==> src/rtl/pfpu_dma_out.sv <==
// pfpu_dma_out: vertex-output DMA that writes two-word results into a raster-ordered mesh buffer over Wishbone.
// Optional stall statistics are enabled by defining PFPU_DMA_STATS_EN.
module pfpu_dma_out #(
  parameter int DEPTH     = 8,
  parameter int MESH_BITS = 7
) (
  input  logic                     sys_clk,
  input  logic                     sys_rst_n,
  input  logic                     start,
  input  logic [28:0]              dma_base,
  input  logic [MESH_BITS-1:0]     hmesh_last,
  input  logic [MESH_BITS-1:0]     vmesh_last,
  input  logic                     vtx_valid,
  output logic                     vtx_ready,
  input  logic [31:0]              vtx_a,
  input  logic [31:0]              vtx_b,
  output logic [31:0]              wbm_adr_o,
  output logic [31:0]              wbm_dat_o,
  output logic                     wbm_cyc_o,
  output logic                     wbm_stb_o,
  input  logic                     wbm_ack_i,
  output logic                     busy,
  output logic                     done,
  output logic [2*MESH_BITS-1:0]   vertex_cnt,
  output logic [15:0]              stray_cnt,
  output logic [$clog2(DEPTH):0]   pending,
  output logic [31:0]              stall_cnt
);
  localparam int AW = $clog2(DEPTH);
  localparam int CW = 2*MESH_BITS+1;
  typedef enum logic [1:0] {IDLE, RUN, WR0, WR1} state_t;
  state_t state;
  logic [63:0] mem [DEPTH];
  logic [AW:0] wp, rp;
  logic [28:0] base;
  logic [MESH_BITS-1:0] hl, vl, x, y, nx, ny, ax, ay;
  logic [CW-1:0] acc_cnt, total;
  logic [31:0] b_reg, a_next;
  logic [63:0] head;
  logic full, empty, acc_done, push, pop, go, ack1, last, wrap_x;
  // FIFO status, input handshake and the address of the next vertex to be written
  always_comb begin
    pending   = wp - rp;
    full      = pending == (AW+1)'(DEPTH);
    empty     = wp == rp;
    total     = (CW'(hl) + CW'(1)) * (CW'(vl) + CW'(1));
    acc_done  = acc_cnt == total;
    vtx_ready = busy & ~full & ~acc_done;
    push      = vtx_valid & vtx_ready;
    go        = (state == IDLE) & start;
    ack1      = (state == WR1) & wbm_ack_i;
    last      = (x == hl) & (y == vl);
    wrap_x    = x == hl;
    nx        = wrap_x ? '0 : x + 1'b1;
    ny        = wrap_x ? y + 1'b1 : y;
    pop       = ~empty & ((state == RUN) | (ack1 & ~last));
    ax        = (state == WR1) ? nx : x;
    ay        = (state == WR1) ? ny : y;
    a_next    = {base, 3'b0} + (32'(ay) << (MESH_BITS+3)) + (32'(ax) << 3);
    head      = mem[rp[AW-1:0]];
  end
  // FIFO storage holds {vtx_b, vtx_a}; no reset needed since pointers gate validity
  always_ff @(posedge sys_clk) begin
    if (push) mem[wp[AW-1:0]] <= {vtx_b, vtx_a};
  end
  // FIFO pointers, accepted-vertex count and saturating stray counter
  always_ff @(posedge sys_clk or negedge sys_rst_n) begin
    if (!sys_rst_n) begin
      wp        <= '0;
      rp        <= '0;
      acc_cnt   <= '0;
      stray_cnt <= '0;
    end else begin
      wp        <= wp + (AW+1)'(push);
      rp        <= rp + (AW+1)'(pop);
      acc_cnt   <= go ? '0 : acc_cnt + CW'(push);
      stray_cnt <= go ? '0 : stray_cnt + 16'(vtx_valid & (~busy | acc_done) & ~&stray_cnt);
    end
  end
  // Write sequencer: each vertex becomes two single writes, back-to-back when more data is queued
  always_ff @(posedge sys_clk or negedge sys_rst_n) begin
    if (!sys_rst_n) begin
      state      <= IDLE;
      base       <= '0;
      hl         <= '0;
      vl         <= '0;
      x          <= '0;
      y          <= '0;
      vertex_cnt <= '0;
      busy       <= 1'b0;
      done       <= 1'b0;
      wbm_cyc_o  <= 1'b0;
      wbm_stb_o  <= 1'b0;
      wbm_adr_o  <= '0;
      wbm_dat_o  <= '0;
      b_reg      <= '0;
    end else begin
      done <= 1'b0;
      case (state)
        IDLE: if (start) begin
          base       <= dma_base;
          hl         <= hmesh_last;
          vl         <= vmesh_last;
          x          <= '0;
          y          <= '0;
          vertex_cnt <= '0;
          busy       <= 1'b1;
          state      <= RUN;
        end
        RUN: if (pop) begin
          state     <= WR0;
          wbm_cyc_o <= 1'b1;
          wbm_stb_o <= 1'b1;
          wbm_adr_o <= a_next;
          wbm_dat_o <= head[31:0];
          b_reg     <= head[63:32];
        end
        WR0: if (wbm_ack_i) begin
          state     <= WR1;
          wbm_adr_o <= wbm_adr_o + 32'd4;
          wbm_dat_o <= b_reg;
        end
        WR1: if (wbm_ack_i) begin
          x          <= nx;
          y          <= ny;
          vertex_cnt <= vertex_cnt + 1'b1;
          if (last) begin
            state     <= IDLE;
            wbm_cyc_o <= 1'b0;
            wbm_stb_o <= 1'b0;
            busy      <= 1'b0;
            done      <= 1'b1;
          end else if (pop) begin
            state     <= WR0;
            wbm_adr_o <= a_next;
            wbm_dat_o <= head[31:0];
            b_reg     <= head[63:32];
          end else begin
            state     <= RUN;
            wbm_cyc_o <= 1'b0;
            wbm_stb_o <= 1'b0;
          end
        end
        default: state <= IDLE;
      endcase
    end
  end
`ifdef PFPU_DMA_STATS_EN
  // Saturating count of strobe cycles the slave has not yet acknowledged
  always_ff @(posedge sys_clk or negedge sys_rst_n) begin
    if (!sys_rst_n) stall_cnt <= '0;
    else stall_cnt <= go ? '0 : stall_cnt + 32'(wbm_stb_o & ~wbm_ack_i & ~&stall_cnt);
  end
`else
  assign stall_cnt = '0;
`endif
endmodule
==> config.mk <==
export PLATFORM = sky130hd
export DESIGN_NAME = pfpu_dma_out
export DESIGN_NICKNAME = d
export VERILOG_FILES = /design/src/rtl/pfpu_dma_out.sv
export SDC_FILE = /design/constraint.sdc
export NUM_CORES = 1
export LEC_CHECK = 0
export ABC_AREA = 1
export BUFFER_PORTS_ARGS = -buffer_cell sky130_fd_sc_hd__buf_2
export CORE_MARGIN = 3
export CORE_UTILIZATION = 39
export CTS_CLUSTER_SIZE = 14
export DETAILED_ROUTE_END_ITERATION = 6
export GPL_ROUTABILITY_DRIVEN = 0
export HOLD_SLACK_MARGIN = 0.12
export MAX_ROUTING_LAYER = met4
export PLACE_DENSITY = 0.57
export SKIP_CTS_REPAIR_TIMING = 1
export SLEW_MARGIN = 20
export SYNTH_ARGS = -nofsm -noshare
export SYNTH_HDL_FRONTEND = slang
export SYNTH_SLANG_ARGS = --single-unit
==> constraint.sdc <==
create_clock -name sys_clk -period 14 [get_ports sys_clk]
set_input_delay 2.1 -clock sys_clk [delete_from_list [all_inputs] [get_ports sys_clk]]
set_output_delay 2.1 -clock sys_clk [all_outputs]
set_load 0.01 [all_outputs]
# Word-level counts from Yosys, hierarchy flattened
# Memory sizes are Yosys's and may differ from the RTL's.
# Index checks and enable logic that the tools add are counted.
# Widths: inputs -> output; s select.
[totals]
mem_count = 1
wordCells = 126
output_inout_bits = 135
inputBits = 112
mem_bits_rw = 512
reg_bits = 211
[memory_table]
columns = ["memory", "depth", "width", "rd", "rd_clocked_by_memory_dff", "wr", "line", "source"]
rows = [
  ["mem", 8, 64, 1, 0, 1, "33", "logic [63:0] mem [DEPTH];"],
]
[classes]
add_sub_neg = 13
mux = 49
n_reduce_logical = 13
bitwise_logic = 17
n_eq_ne = 15
n_mul = 1
[ops]
columns = ["operator", "n"]
rows = [
  ["$mux 32", 11],
  ["$pmux 32 s3", 2],
  ["$pmux 32 s2", 1],
  ["$mux 7", 7],
  ["$add 32x10->32", 1],
  ["$add 32x17->32", 1],
  ["$add 32x3->32 const B", 1],
  ["$mux 14", 2],
  ["$pmux 14 s2", 1],
  ["$pmux 7 s2", 2],
  ["$add 16x16->16", 1],
  ["$add 7x1->8 const B", 2],
  ["$and 1x16->16", 1],
  ["$and 16x1->16", 1],
  ["$mux 16", 1],
  ["$not 1->16", 1],
  ["$or 16x1->16", 1],
  ["$reduce_and 16->1", 1],
  ["$reduce_and 4->1", 4],
  ["$add 15x1->15", 1],
  ["$eq 15x15->1", 1],
  ["$mul 8x8->15", 1],
  ["$mux 15", 1],
  ["$add 14x1->14 const B", 1],
  ["23 further kinds", 61],
]

# Longest topological paths before layout
[depth]
depth_word = 10
depth_mapped = 41

# Worst setup path before layout
# No wires, ideal clock.
[synth_timing]
path_type = "register -> register"
from = "register vl[1]"
to = "memory mem[0][0] (enable)"
arrival_time_ns = 7.199
setup_slack_ns = 6.315
required_ns = 13.513
period_less_slack_ns = 7.685
path_stages_with_launch = 28
path_cell_list = "dfrtp_1 > ha_1 > nand2_1 > nor2_1 > inv_1 > o21ai_0 > nand2_1 > inv_1 > nand2_1 > fa_1 > fa_1 > fa_1 > fa_1 > inv_1 > ha_1 > nand2_1 > inv_1 > nand2_1 > nand2_1 > nand2_1 > nand2_1 > nor2_1 > inv_1 > nand2_1 > nand2_1 > nand4_2 > nand3_2 > nor2_1"
[synth_via]
elab_chain_len = 8
[synth_lines]
columns = ["item", "line", "source"]
rows = [
  ["start: declaration", "36", "logic [MESH_BITS-1:0] hl, vl, x, y, nx, ny, ax, ay;"],
  ["start signal: assignment", "103", "vl <= vmesh_last;"],
  ["$add 7x1->8", "46", "total = (CW'(hl) + CW'(1)) * (CW'(vl) + CW'(1));"],
  ["$mul 8x8->15", "46", ""],
  ["$eq 15x15->1", "47", "acc_done = acc_cnt == total;"],
  ["$not 1->1", "48", "vtx_ready = busy & ~full & ~acc_done;"],
  ["$and 1x1->1", "48", ""],
  ["$and 1x1->1", "49", "push = vtx_valid & vtx_ready;"],
  ["$mux 1", "64", "if (push) mem[wp[AW-1:0]] <= {vtx_b, vtx_a};"],
  ["$mux 1 (implied by the code)", "64", ""],
  ["end: declaration", "33", ""],
]
# Every way passes these cells.

# Final worst setup path
[layout_timing]
from = "register hl[0]"
to = "output vtx_ready"
[layout_via]
elab_chain_len = 5
[layout_lines]
columns = ["item", "line", "source"]
rows = [
  ["start: declaration", "36", ""],
  ["start signal: assignment", "102", "hl <= hmesh_last;"],
  ["$add 7x1->8", "46", ""],
  ["$mul 8x8->15", "46", ""],
  ["$eq 15x15->1", "47", ""],
  ["$not 1->1", "48", ""],
  ["$and 1x1->1", "48", ""],
  ["end: declaration", "14", "output logic vtx_ready,"],
]
# Every way passes these cells.

==> results_dict.tcl <==
set metrics [dict create \
    drc 0 \
    ys_warn_count 0 \
    setup_violations 0 \
    p_comb_share_pct 2.2 \
    rsz0062_at_grt "false" \
    worst_path_most_repeated_cell "nand2_1" \
    dpl.hpwl_um 56730 \
    first_global_vias 23410 \
    period_share_pct 57.84 \
    cp-start-kind "flip-flop" \
    fin_area_um2 38910 \
    io-pin-count 247 \
    n_fill_cell 8072 \
    worstPathArrival_ns 6.00 \
    finalHoldViolCount 0 \
    root_buffer "clkbuf_16" \
    setup_slack_ns 5.903 \
    ys_types 51 \
    antenna_found_initial 21 \
    p_clk_share_pct 48.5 \
    hp-class "flip-flop to flip-flop" \
    yosysSeqAreaShare_pct 60.81 \
    synth_ff_type "edfxtp_1" \
    cp_max_fo 11 \
    final_common_cell "nand2_1" \
    ant_nets 0 \
    largest_register_ffs 512 \
    grt_overflow_total 0 \
    power_switching_share_pct 20.89 \
    grtUsageTotal_pct 20.67 \
    clk_pin_slew_ns 0.06 \
    core_um2 85680 \
    htree_levels 3 \
    drive_gt1_share_pct 11.39 \
    required_ns 11.90 \
    grt_pass1_wl_um 140200 \
    fin_crit_ns 8.097 \
    port_buffers 212 \
    worst_pin_slew_ns 1.113 \
    post-place-ws_ns 6.576 \
    routedWlPerCell_um 19.08 \
    relSlewSlack_pct 25.77 \
    syn_area_um2 33880 \
    drt_iter0_drc 2034 \
    crit_slowest_cell "dfrtp_1" \
    synth_cells 3406 \
    holdWs_ns 0.4734 \
    synth-edff-count 512 \
    dieHeight_um 300.8 \
    area_growth_pct 14.84 \
    clock_latency_ns 0.65 \
    cts_tree "built" \
    cts_sinks 721 \
    p_int_mw 3.721 \
    die_w_um 300.8 \
    drv_slew 0 \
    cap_violations 0 \
    power_switching_mw 0.9827 \
    fin_skew_ns 0.03131 \
    via_per_inst 5.117 \
    yosys_register_bits 721 \
    routed-via-count 24580 \
    end_kind "output pin" \
    num_rows 107 \
    multi_input_area_um2 11640 \
    pwr-share-seq_pct 49.3 \
    initial_core_util_pct 39.54 \
    status "completed" \
    wl_um 91650 \
    regArea_um2 20610 \
    synth_async_sr_flop_share_pct 28.99 \
    layout.cells.non_filler 4803 \
    post-route-util_pct 45.41 \
    dp.cells 4637 \
    grt_max_degree 110 \
    post_dp_cell_area_um2 35940 \
    p_leak_nw 16.50 \
    dieArea_um2 90450 \
    avgSynthCellArea_um2 9.948 \
    max_freq_ghz 0.1235 \
    cts-buffers-inserted 81 \
    final.setup.tns_ns 0 \
    dr.pass1.iters 6 \
    cp.buffers_inverters 6 \
    critPathMaxStageDelay_ns 0.59 \
    cp_top_family "adder cells" \
    ir_drop_v 0.00009518 \
    mostFrequentLayoutCells "nand2_1, edfxtp_1, nor2_1, o21ai_0, inv_1" \
    clk_path_buf_depth 3 \
    p_per_area_nw_per_um2 120.9 \
    crit_type "flip-flop to output pin" \
    final_nets 3790 \
    fin_total_pwr_mw 4.703 \
]
-- cell type report --
class / count / area share, %
clock buffers: 117 / 6.151
well taps: 1144 / 3.679
repair buffers: 239 / 3.315
multi-input cells: 2277 / 29.92
flip-flops and latches: 721 / 52.97
diodes: 14 / 0.09003
clock inverters: 35 / 1.376
inverters: 256 / 2.492
-- synth_stat cells (all sizes together) (37+ instances only) --
cell | instances | area [um^2]
nand4 | 48 | 306.5
ha | 65 | 813.3
inv | 255 | 957.2
xor2 | 38 | 332.8
nor2 | 390 | 1479
nand2 | 874 | 3293
buf | 84 | 494.2
a21oi | 81 | 405.4
dfrtp | 209 | 5230
o21ai | 349 | 1747
clkbuf | 101 | 380.4
nand3 | 170 | 860.8
o22ai | 38 | 237.7
edfxtp | 512 | 15370
fa | 37 | 740.7
-- layer usage --
| layer | part of all wire [%] | vias up | track usage, % |
|---|---|---|---|
| met5 | 0 | - | - |
| met4 | 2.9 | 0 | 6.144 |
| met3 | 6.8 | 166 | 4.795 |
| met2 | 46 | 715 | 31.73 |
| met1 | 45 | 11850 | 27.46 |
| li1 | - | 11850 | - |
-- cells by family (layout without fill, tap and decap cells) --
logic type | Yosys count | after routing | share of synthesized area [%]
xor gates and xnor gates | 62 | 62 | 1.603
buffers and inverters | 441 | 647 | 5.417
adders and majority gates | 102 | 102 | 4.586
DFF | 721 | 721 | 60.81
AOI/OAI and AO/OA | 545 | 545 | 9.088
muxes | 2 | 2 | 0.05909
and+or+nand+nor | 1532 | 1532 | 18.42
other | 1 | 48 | 0.01107
-- worst min-delay path, cell delays in order (launching register included) --
cell	delay [ns]
dfrtp_1	0.34
nand2_1	0.05
nand2_1	0.05
-- power groups by stage --
stage          logic, mW  registers, mW  clock network [mW]
2_1_floorplan     0.0368           2.37                   0
3_3_place_gp       0.103           2.36                   0
3_5_place_dp       0.105           2.36                   0
4_1_cts            0.105           2.32                2.33
5_1_grt            0.117           2.32                2.42
6_report           0.104           2.32                2.28
-- final timing paths --
path	cells after the start	slack [ns]	endpoint	startpoint
worst max register to register	38	6.62	acc_cnt[12]	hl[0]
worst min-delay path	2	0.47	wbm_dat_o[22]	wbm_dat_o[22]
min in group asynchronous	1	1.54	x[4]	sys_rst_n
max in group asynchronous	2	11.25	b_reg[27]	sys_rst_n
worst min register to register	2	0.47	wbm_dat_o[22]	wbm_dat_o[22]
worst max-delay path	26	5.90	vtx_ready	hl[0]
Power figures use the tool's default switching activity.
